### config.mk
export PLATFORM = sky130hd
export DESIGN_NAME = pipe_vshift
export DESIGN_NICKNAME = d
export VERILOG_FILES = /design/src/rtl/pipe_vshift.sv
export SDC_FILE = /design/constraint.sdc
export NUM_CORES = 1
export LEC_CHECK = 0
export ABC_AREA = 1
export CAP_MARGIN = 40
export CORE_MARGIN = 8
export CORE_UTILIZATION = 55
export CTS_BUF_LIST = sky130_fd_sc_hd__clkbuf_4
export CTS_CLUSTER_DIAMETER = 200
export CTS_CLUSTER_SIZE = 16
export DETAILED_ROUTE_END_ITERATION = 12
export PLACE_DENSITY_LB_ADDON = 0.15
export SLEW_MARGIN = 20
export SYNTH_ARGS = -nofsm -noshare
export SYNTH_HDL_FRONTEND = slang
export SYNTH_SLANG_ARGS = --single-unit
### constraint.sdc
create_clock -name clk -period 17.2 [get_ports clk]
set_input_delay 3.44 -clock clk [delete_from_list [all_inputs] [get_ports clk]]
set_output_delay 3.44 -clock clk [all_outputs]
set_load 0.02 [all_outputs]
### src/rtl/pipe_vshift.sv
// Pipelined variable shifter (right/left; logical, arithmetic, rotate) with a
// global-stall valid/ready handshake. Optional sticky output under `VSHIFT_STICKY_EN.
module pipe_vshift #(
  parameter  int DW  = 32,
  localparam int SHW = $clog2(DW)
) (
  input  logic           clk,
  input  logic           rst,
  input  logic           in_valid,
  output logic           in_ready,
  input  logic [DW-1:0]  in_data,
  input  logic [SHW-1:0] in_shift,
  input  logic           in_dir,
  input  logic [1:0]     in_mode,
  output logic           out_valid,
  input  logic           out_ready,
  output logic [DW-1:0]  out_data,
  output logic           out_sticky
);

  localparam logic [1:0] MODE_ARITH = 2'b01;
  localparam logic [1:0] MODE_ROT   = 2'b10;

  function automatic logic [DW-1:0] shift_step(input logic [DW-1:0] d, input int amt,
                                               input logic dir, input logic [1:0] mode,
                                               input logic sign);
    logic [2*DW-1:0] w;
    w = '0;
    if (mode == MODE_ROT) begin
      if (dir) begin
        w = {d, d} << amt;
        shift_step = w[2*DW-1:DW];
      end else begin
        w = {d, d} >> amt;
        shift_step = w[DW-1:0];
      end
    end else if (dir) begin
      shift_step = d << amt;
    end else if (mode == MODE_ARITH) begin
      w = {{DW{sign}}, d} >> amt;
      shift_step = w[DW-1:0];
    end else begin
      shift_step = d >> amt;
    end
  endfunction

  logic [DW-1:0]  data_q [SHW];
  logic [DW-1:0]  data_d [SHW];
  logic [SHW-1:0] shamt_q [SHW];
  logic [1:0]     mode_q [SHW];
  logic           dir_q [SHW];
  logic           sign_q [SHW];
  logic           vld_q [SHW];

  logic [DW-1:0]  src_data [SHW];
  logic [SHW-1:0] src_shamt [SHW];
  logic [1:0]     src_mode [SHW];
  logic           src_dir [SHW];
  logic           src_sign [SHW];
  logic           src_vld [SHW];

  logic stall;

  assign stall     = vld_q[SHW-1] && !out_ready;
  assign in_ready  = !stall;
  assign out_valid = vld_q[SHW-1];
  assign out_data  = data_q[SHW-1];

  // Stage k consumes stage k-1 (stage 0 consumes the input port) and applies 2^k.
  always_comb begin
    src_data[0]  = in_data;
    src_shamt[0] = in_shift;
    src_mode[0]  = in_mode;
    src_dir[0]   = in_dir;
    src_sign[0]  = in_data[DW-1];
    src_vld[0]   = in_valid;
    for (int k = 1; k < SHW; k++) begin
      src_data[k]  = data_q[k-1];
      src_shamt[k] = shamt_q[k-1];
      src_mode[k]  = mode_q[k-1];
      src_dir[k]   = dir_q[k-1];
      src_sign[k]  = sign_q[k-1];
      src_vld[k]   = vld_q[k-1];
    end
    for (int k = 0; k < SHW; k++) begin
      data_d[k] = src_shamt[k][k] ? shift_step(src_data[k], 1 << k, src_dir[k], src_mode[k], src_sign[k])
                                  : src_data[k];
    end
  end

  always_ff @(posedge clk or posedge rst) begin
    if (rst) begin
      for (int k = 0; k < SHW; k++) begin
        data_q[k]  <= '0;
        shamt_q[k] <= '0;
        mode_q[k]  <= '0;
        dir_q[k]   <= 1'b0;
        sign_q[k]  <= 1'b0;
        vld_q[k]   <= 1'b0;
      end
    end else if (!stall) begin
      for (int k = 0; k < SHW; k++) begin
        data_q[k]  <= data_d[k];
        shamt_q[k] <= src_shamt[k];
        mode_q[k]  <= src_mode[k];
        dir_q[k]   <= src_dir[k];
        sign_q[k]  <= src_sign[k];
        vld_q[k]   <= src_vld[k];
      end
    end
  end

`ifdef VSHIFT_STICKY_EN
  // Only right logical/arithmetic shifts discard bits worth remembering.
  function automatic logic lost_bits(input logic [DW-1:0] d, input int amt,
                                     input logic dir, input logic [1:0] mode);
    logic [DW-1:0] mask;
    mask = ~({DW{1'b1}} << amt);
    if (dir || mode == MODE_ROT) lost_bits = 1'b0;
    else                         lost_bits = |(d & mask);
  endfunction

  logic sticky_q [SHW];
  logic sticky_d [SHW];
  logic src_sticky [SHW];

  always_comb begin
    src_sticky[0] = 1'b0;
    for (int k = 1; k < SHW; k++) src_sticky[k] = sticky_q[k-1];
    for (int k = 0; k < SHW; k++) begin
      sticky_d[k] = src_sticky[k] |
                    (src_shamt[k][k] & lost_bits(src_data[k], 1 << k, src_dir[k], src_mode[k]));
    end
  end

  always_ff @(posedge clk or posedge rst) begin
    if (rst) begin
      for (int k = 0; k < SHW; k++) sticky_q[k] <= 1'b0;
    end else if (!stall) begin
      for (int k = 0; k < SHW; k++) sticky_q[k] <= sticky_d[k];
    end
  end

  assign out_sticky = sticky_q[SHW-1];
`else
  assign out_sticky = 1'b0;
`endif

endmodule

Word-level counts from Yosys, hierarchy flattened

Index checks and enable logic that the tools add are counted.

Bits in registers: 201
Input bits: 44
Output and inout port bits: 35
Logic and storage cells: 63

Eq/ne operators: 10
Muxes and demuxes: 24
Reduce and logical (&&, ||, !) cells: 3

Operator list:

| operator                                            | number |
|---|---|
| two-way mux 32 bit                                  | 24 |
| equality test 2 x 1 -> 1 bit, second input constant | 5 |
| equality test 2 bit, second input constant          | 5 |
| zero test 1 bit                                     | 2 |
| logical AND 1 bit                                   | 1 |

Logic depth before layout (Yosys ltp)

Gate-level depths: netlist of the first run.

Word-level depth: 5
Depth in mapped cells: 9
Depth with buffers taken out: 7

Worst setup path before layout of the first run

OpenSTA, ideal clock, no wires.

Path kind: input -> output
Start point: in out_ready
End point: out in_ready
Arrival: 3.967 ns
Slack: 9.793 ns
Stages on the path: 4
Path buffers: 2
Cells stage by stage: inv_2 -> nand2_2 -> buf_2 -> buf_2

Longest elaborated chain between the ends: 3

RTL lines:

| element           | RTL line | source |
|---|---|---|
| start, declared   | 16       | `input logic out_ready,` |
| zero test 1 bit   | 64       | `assign stall = vld_q[SHW-1] && !out_ready;` |
| logical AND 1 bit | 64       |  |
| zero test 1 bit   | --       |  |
| end, declared     | 10       | `output logic in_ready,` |

No other way between the ends.

Worst setup path in the final report of the first run

Same ends and word-level chain as after synthesis.

==> out/results.ini, run 1 <==
[status]
status=completed

[global_route]
grt_pass1_vias=9055
grt_usage=0.2203
grt.overflow.total=0
antenna_found_initial=1
grt_first_pass_wirelength_um=43680
grt_max_degree=133

[cts]
cts.clk_slew.worst_paths_ps=130
cts_resized=0
root_buffer=clkbuf_4
cts-htree-levels=4
cts_setup_buffers=0
numClockSinks=191
postCtsHoldBufs=0
cts_buffer_depth=2
clk_latency_ps=580
cts_tree=yes
cts_buffers=17

[logic_synthesis]
synth-seq-cells=191
synth_top_cell_by_area=dfrtp_1
synth_fp_nets=1627
yosys_warnings=0
syn_avg_cell_area_um2=6.819
netlist_top_cells_area=dfrtp_1 (44%), nand2_1 (19%), inv_1 (6.0%), nor2_1 (5.9%), nand3_1 (5.7%)
syn_inst=1583
synth_top_area_share=0.4428
ys_seq_area_frac=0.4428
netlist_area_um2=10790
netlist-cell-type-count=20

[route]
drt_iter0_markers=763
postRouteAntennaNets=0
routed_via_density=5.277
dr.pass1.iters=6
drcViolationCount=0
wirelength_um=26320
routedWlPerCell_um=14.32
via_count=9699

[floorplan]
die_area_um2=24360
placementRows=51
start_util=0.5583
die_h_um=156.1
fp.dieW_um=156.1
core_area_um2=19330
ios=79

[setup_path]
rr_worst_depth=7
crit_path_end_kind=primary output
crit_arrival_ps=5290
startpoint_type=input pin
path_class=in2out
critical_path.most_common_cell=clkdlybuf4s50_1
critPathSlowestCell=clkdlybuf4s50_1
max_stage_delay_ps=750
r2r_start=out_valid$_DFFE_PP0N_
critPathMaxFanout=132
required_ps=13760
crit_chain=clkdlybuf4s50_1 -> inv_2 -> nand2_8 -> clkdlybuf4s50_1
r2r_end=data_q[34]$_DFFE_PP0N_
rrSetupSlack_ps=14770

[place]
pre_cts_slack_ps=8482
hpwl_um=18000
gp_congestion=0.8678
io_buffers=77
place_inst=1808

[sta]
hold-worst-slack_ps=476.6
setup_viol=0
worstMarginPinSlew_ps=789.7
fin_ws_ps=8467
timing.final.crit_share=0.5077
fmax_mhz=114.5
finalCriticalPeriod_ps=8733
max-slew-margin-rel=0.4735
hold_violations=0
fin_skew_ps=15.98
rsz0062_at_grt=false
setup_tns_ps=0
slew_violations=0

[worst_hold_path]
hold_depth=2
hold_path.class=reg2reg
whs_endpoint=out_valid$_DFFE_PP0N_
holdCritStartpoint=src_vld[0]$_DFFE_PP0N_

[cells_and_area]
final_common_cell=nand2_1
final_cell_mix=nand2_1 (560), dfrtp_1 (191), inv_1 (171), nor2_1 (171), nand3_1 (124)
syn_to_final_growth_pct=8.683
drive_above_1_share=0.03626
nets=1607
stdcell_count=1838

[pwr]
power_density_nw_per_um2=183.5
vdd_ir_drop_max_mv=0.07070
leakagePower_nw=6.044

[flow_run]
cap_violations=0

==> area by class of cell <==
type / instances / area, µm²
Multi-Input combinational cell: 1077 / 4627
Fill cell: 1918 / 7604
Sequential cell: 191 / 4780
Timing Repair Buffer: 93 / 978.4
Antenna cell: 1 / 2.502
Clock inverter: 8 / 166.4
Clock buffer: 20 / 150.1
Inverter: 183 / 695.7
Tap cell: 265 / 331.6
==> cell families (layout without fill, tap and decap cells) <==
| group | Yosys count | after routing | synth area share |
|---|---|---|---|
| and+or+nand+nor | 857 | 857 | 0.3129 |
| buffers and inverters | 315 | 304 | 0.1298 |
| AOI/OAI and AO/OA | 219 | 219 | 0.1142 |
| DFF | 191 | 191 | 0.4428 |
| other | 1 | 2 | 0.0003474 |
==> synthesized netlist by cell type <==
cell and count:
inv_2 10, clkinv_1 1, nand2_2 1, nand3_1 124, nand4_1 1, nor2_1 171
a21oi_2 1, buf_4 39, dfrtp_1 191, o21ai_1 34, clkbuf_1 32, conb_1 1
inv_1 172, a31oi_1 97, buf_2 58, o21ai_0 30, a21oi_4 1, nand2_1 560
a21oi_1 56, buf_1 3
==> report_power, final <==
group          switching (mW)  total, mW  internal [mW]
Clock                   0.144      0.275          0.131
Combinational           0.653       1.03          0.377
Sequential              0.185      0.847          0.662
==> layer usage <==
| metal | vias to the layer above | track usage | wire length (µm) |
|---|---|---|---|
| met5 | - | 0 | 0 |
| met1 | 4487 | 0.2844 | 11830 |
| met4 | 0 | 0.08696 | 705 |
| met3 | 53 | 0.03186 | 1040 |
| li1 | 4896 | - | - |
| met2 | 263 | 0.3675 | 12740 |
==> critical path, delay by kind of cell <==
kind	cells	cell delay (ps)
buffers and inverters	3	1280
AND/OR/NAND/NOR	1	480
==> registers in the layout, summed over array words and instances, names as in the netlist <==
register   count
dir_q          4
src_vld        4
mode_q         8
out_data      32
out_valid      1
sign_q         4
shamt_q       10
data_q       128
==> worst max-delay path by stage <==
stage	from	end	slack (ps)	cells past startpoint
2_1_floorplan	rst	data_q[100]$_DFFE_PP0N_	8560	1
3_3_place_gp	out_ready	in_ready	8470	4
3_5_place_dp	out_ready	in_ready	8480	4
4_1_cts	out_ready	in_ready	8480	4
5_1_grt	out_ready	in_ready	8390	4
6_report	out_ready	in_ready	8470	4
==> metrics by stage <==
| stage | utilization | power [mW] | cell area, µm² |
|---|---|---|---|
| after floorplan | - | 1.626 | 10790 |
| after detailed placement | 0.5888 | 1.885 | 11380 |
| after global placement | 0.5838 | 1.853 | 11290 |
| final | 0.6067 | 2.153 | 11730 |
| after CTS | 0.6052 | 2.161 | 11700 |
| after global routing | 0.6067 | 2.342 | 11730 |
Power figures use the tool's default switching activity.
==> inputs of run 2 (changes only) <==
==> constraint.sdc (replaced) <==
create_clock -name clk -period 8.5 [get_ports clk]
set_input_delay 1.7 -clock clk [delete_from_list [all_inputs] [get_ports clk]]
set_output_delay 1.7 -clock clk [all_outputs]
set_load 0.02 [all_outputs]
==> run 2 against run 1 <==
Compared with the run above:
- non-clock buffer count is 1 lower
- combinational power is 100% higher
- final area fell by 0.77%
- sequential share of layout area grew 0.32 points
- largest power group unchanged
==> out/results.ini, run 2 (synthesized netlist as in run 1, its figures left out) <==
[status]
status=completed

[global_route]
grt.overflow.total=0
grt_max_degree=120
grt_usage=0.2247
busiest_layer=met2
gr-usage-met1=0.2860
antenna_found_initial=1
grt_pass1_vias=9155
gr-usage-met2=0.3800
grt_first_pass_wirelength_um=44910
grt_use_met3=0.02825

[sta]
rsz0062_at_grt=false
hold_violations=0
finalCriticalPeriod_ps=5148
timing.final.crit_share=0.6057
slew_violations=0
setup_tns_ps=0
setup_viol=0
fmax_mhz=194.2
worstMarginPinSlew_ps=800.7
fin_skew_ps=18.66
max-slew-margin-rel=0.4662

[route]
drt_iter0_markers=712
drcViolationCount=0
via_count=9639
routed_via_density=5.236
routedWlPerCell_um=14.35
dr.pass1.iters=6
postRouteAntennaNets=0
wirelength_um=26420

[floorplan]
core_area_um2=19330
placementRows=51
die_h_um=156.1
die_area_um2=24360
ios=79
start_util=0.5583
fp.dieW_um=156.1

[place]
gp_congestion=0.8922
io_buffers=77
hpwl_um=18340

[worst_hold_path]
hold_depth=2
holdCritStartpoint=src_vld[0]$_DFFE_PP0N_
hold_path.class=reg2reg
whs_endpoint=out_valid$_DFFE_PP0N_

[flow_run]
cap_violations=0

[pwr]
vdd_ir_drop_max_mv=0.1368
leakagePower_nw=5.997
p_total_mw=4.281
power_density_nw_per_um2=367.7

[setup_path]
startpoint_type=input pin
path_class=in2out
crit_arrival_ps=3450
r2r_end=data_q[128]$_DFFE_PP0N_
required_ps=6800
crit_path_end_kind=primary output
r2r_start=out_valid$_DFFE_PP0N_
rr_worst_depth=6
critPathMaxFanout=119
rrSetupSlack_ps=5740

[cts]
cts_resized=0
cts.clk_slew.worst_paths_ps=140
cts_tree=yes
root_buffer=clkbuf_4
cts-htree-levels=4
numClockSinks=191
cts_setup_buffers=0
postCtsHoldBufs=0
clk_latency_ps=580
cts_buffers=17
cts_buffer_depth=2

[cells_and_area]
syn_to_final_growth_pct=7.848
register_area_um2=4780
final_common_cell=nand2_1
multi_input_area_um2=4627
largest_reg_flops=128
fillers=1902
drive_above_1_share=0.03683
final_cell_mix=nand2_1 (560), dfrtp_1 (191), inv_1 (171), nor2_1 (171), nand3_1 (124)
top_register=data_q
nets=1606

-- run 2: metrics by stage --
step | instance area, µm² | std cells | hold WS, ps | worst slack, ps | util
floorplan | 10790 | 1583 | 422.7 | 1601 | -
global placement | 11290 | 1804 | 441.6 | 3322 | 0.5838
detailed placement | 11360 | 1808 | 446.0 | 3329 | 0.5878
CTS | 11640 | 1840 | 477.2 | 3327 | 0.6020
global route | 11640 | 1841 | 493.1 | 3246 | 0.6021
finish | 11640 | 1841 | 477.7 | 3352 | 0.6021
-- run 2: critical path, cell delays in order --
cell	delay (ps)
clkdlybuf4s50_1	470
inv_2	60
nand2_8	480
clkdlybuf4s50_1	730
-- run 2: worst max path at each step --
stage	to	slack (ps)	start
2_1_floorplan	data_q[100]$_DFFE_PP0N_	1600	rst
3_3_place_gp	in_ready	3320	out_ready
3_5_place_dp	in_ready	3330	out_ready
4_1_cts	in_ready	3330	out_ready
5_1_grt	in_ready	3250	out_ready
6_report	in_ready	3350	out_ready
-- run 2: cell type report --
class,instances,share of cell area
clock inverters,14,0.01193
diodes,1,0.0002150
clock buffers,18,0.01161
flip-flops and latches,191,0.4106
well taps,265,0.02848
repair buffers,92,0.07997
inverters,183,0.05976
multi-input cells,1077,0.3975
-- run 2: power breakdown --
part           internal (mW)  switching [mW]
clock network          0.177           0.315
registers               1.34           0.383
logic                  0.753            1.31
-- run 2: routing by layer --
layer  share of wire  routed length (µm)
met5               0                   0
met4           0.029                 773
met3           0.039                1025
met2            0.49               12890
met1            0.44               11730
